File: src/rtl/sig_shift_out.sv
// Parallel-in serial-out readout register, LSB first, with a qualifying valid.
module sig_shift_out #(
  parameter int WIDTH = 4
) (
  input  logic             i_clk,
  input  logic             i_rst_n,
  input  logic             i_load,
  input  logic             i_shift,
  input  logic             i_clear,
  input  logic [WIDTH-1:0] i_data,
  output logic             o_bit,
  output logic             o_valid
);

  logic [WIDTH-1:0] r_sh;
  logic             r_valid;

  // Clear wins over load, load wins over shift; zeros fill from the top.
  always_ff @(posedge i_clk or negedge i_rst_n) begin
    if (!i_rst_n) begin
      r_sh    <= '0;
      r_valid <= 1'b0;
    end else if (i_clear) begin
      r_sh    <= '0;
      r_valid <= 1'b0;
    end else if (i_load) begin
      r_sh    <= i_data;
      r_valid <= 1'b1;
    end else if (i_shift) begin
      r_sh    <= r_sh >> 1;
    end
  end

  assign o_bit   = r_sh[0];
  assign o_valid = r_valid;

endmodule

File: config.mk
export PLATFORM = sky130hd
export DESIGN_NAME = sig_shift_out
export DESIGN_NICKNAME = d
export VERILOG_FILES = /design/src/rtl/sig_shift_out.sv
export SDC_FILE = /design/constraint.sdc
export NUM_CORES = 1
export LEC_CHECK = 0
export CORE_AREA = 2 2 39 41
export CTS_CLUSTER_DIAMETER = 100
export CTS_CLUSTER_SIZE = 20
export DETAILED_ROUTE_END_ITERATION = 12
export DIE_AREA = 0 0 41 43
export HOLD_SLACK_MARGIN = 0.1
export SLEW_MARGIN = 25
export SYNTH_ARGS = -nofsm -noshare
export SYNTH_HDL_FRONTEND = slang
export SYNTH_SLANG_ARGS = --single-unit
File: constraint.sdc
create_clock -name i_clk -period 1 [get_ports i_clk]
set_input_delay 0.2 -clock i_clk [delete_from_list [all_inputs] [get_ports i_clk]]
set_output_delay 0.2 -clock i_clk [all_outputs]
set_load 0.03 [all_outputs]
==> metrics.cfg <==
[worst_setup_path]
path_cells=buf_4
path_class=register to primary output
slowest_stage=dfrtp_1
cpLargestDelayFamily=flip-flops
critical-path-max-stage-delay_ns=0.37
rr_worst_depth=2
critPathArrivalTime_ns=0.78
worstPathBufferInverterCount=1
cp.required_ns=0.80
end_kind=primary output
start_kind=register
path_max_fanout=2
path_depth=1

[synth]
yosysWarnings=0
synthCells=20
synth.area.mux_share_pct=12.90
postSynthAreaPerCell_um2=11.64
synth_compound_area_share_pct=11.83
synth_area_um2=232.7
synth.top_cell.area_share_pct=53.76
synthAdderAreaFrac_pct=0
ys_seq_elements=5
yosysUniqueCellTypes=9
synth_xor_area_share_pct=0
yosys.area_share.simple_pct=19.89
ys_seq_area_share_pct=53.76
synth_fp_nets=29
synth_top_family_by_area=simple AND/OR/NAND/NOR gates
yosysTopAreaCell=dfrtp_1
synth.top_cells.by_area=dfrtp_1, mux2i_1, nor2b_2

[timing]
fin_worst_skew_ns=0.002783
rsz0062_at_grt=true
fin_crit_ns=0.9773
finalSetupViolCount=0
slew_headroom_pct=84.44
slew_viol_final=0
hold_violations=0
clock.fmax_mhz=1023
fin_crit_sh_pct=97.73
whs_ns=0.1839
setup_ws_ns=0.02272
tightest_slew_ns=0.2327

[final_layout]
fillerInstances=150
final_common_cell=clkdlybuf4s50_1
area_delta_synth_final_pct=72.58
fin_cells=52
final_cell_area_um2=401.6
diodes=0
drive_above_1_share_pct=33.33
nets=46
final_cell_mix=clkdlybuf4s50_1, dfrtp_1

[drt]
antenna_left=0
viasPerCell=4.019
vias=209
drtIter0Drc=3
drtPass1Iterations=2
drc=0
drt-total-wl_um=506
wl_per_cell_um=9.731

[power]
power.density_nw_per_um2=1386
ir_drop_mv=0.5310
leakage_uw=0.0001790

[cts]
cts_tree=built
cts_buffer_depth=2
insertion_delay_ns=0.24
cts_htree_levels=1
numCtsBuffers=3
clk_pin_slew_ns=0.04
cts_setup_buffers=0
root_buffer=clkbuf_4
numClockSinks=5

[placement]
postPlaceCellArea_um2=362.8
dp_cells=48
io_buffers=10
gp_congestion=0.7252
place_ws_ns=-0.3052

[global_routing]
grt_start_max_net_pins=7
grt_overflow=0
grtUsageTotal_pct=6.862
grt_first_pass_wirelength_um=772
antenna_found_initial=0
first_global_vias=228

[floorplanning]
die_h_um=43
pin_count=11
initial_core_util_pct=16.82
placeableCoreArea_um2=1384
rows=14
design.die.area_um2=1763
dieWidth_um=41

[job]
maxCapViolCount=0

[run_status]
outcome=complete, no violations

[hold_path]
hold_path_class=input pin to asynchronous set/reset pin

==> power by group <==
part	internal [uW]	total, uW	leakage, uW	switching [uW]
logic	58.7	104	0.0000991	45.0
clock network	151	231	0.0000150	80.0
registers	216	222	0.0000649	6.37
total	425	557	0.000179	131
==> synthesized netlist by cell type <==
cell type / n
nor2_1: 2
dfrtp_1: 5
a211oi_1: 3
mux2i_1: 3
a21oi_1: 1
or3b_1: 1
inv_1: 1
nor2b_2: 3
nand2_1: 1
==> final timing paths <==
check	from	endpoint	slack, ns
min	i_rst_n	r_sh[3]	0.18
max	r_sh[0]	o_bit	0.02
min reg2reg	o_valid	o_valid	0.51
min in group i_clk	i_shift	r_sh[3]	0.48
max in group asynchronous	i_rst_n	r_sh[2]	0.62
max reg2reg	r_sh[3]	r_sh[3]	0.11
==> cell families (layout without fill, tap and decap cells) <==
family,count (synthesis),count (layout)
and+or+nand+nor,7,7
DFF,5,5
AOI/OAI and AO/OA,4,4
muxes,3,3
buffers and inverters,1,17
==> final cells by class <==
cell class / instances / area (um^2) / area share [%]
tap: 16 / 20.02 / 4.984
clock buffer: 4 / 26.28 / 6.542
timing repair buffer: 12 / 112.6 / 28.04
sequential: 5 / 125.1 / 31.15
inverter: 1 / 3.754 / 0.9346
multi-input combinational: 14 / 113.9 / 28.35
==> sequential cells by signal (all words and copies together), names as in the netlist <==
| name | flops |
|---|---|
| r_sh | 4 |
| o_valid | 1 |
==> routing by layer <==
metal	global-route usage [%]	up-vias	part of all wire [%]
met2	10.00	6	51
met3	2.094	2	8.1
met4	8.000	0	0.99
met1	6.536	100	40
met5	0	-	0
li1	-	101	-
==> metrics by stage <==
step | TNS (ns) | power (uW) | util, %
after global placement | -1.039 | 323.4 | 26.22
after detailed placement | -1.130 | 324.5 | 26.22
after CTS | 0 | 565.0 | 28.03
after global routing | -0.07245 | 583.6 | 29.02
after floorplan | 0 | 260.9 | -
final | 0 | 556.8 | 29.02
==> timing repair <==
item                                    CTS  global route
gates resized for setup                   1             3
hold buffers                              0             0
endpoints found under the hold margin     0             0
endpoints found under the setup margin    2             5
pin swaps                                 0             1
Power figures use the tool's default switching activity.
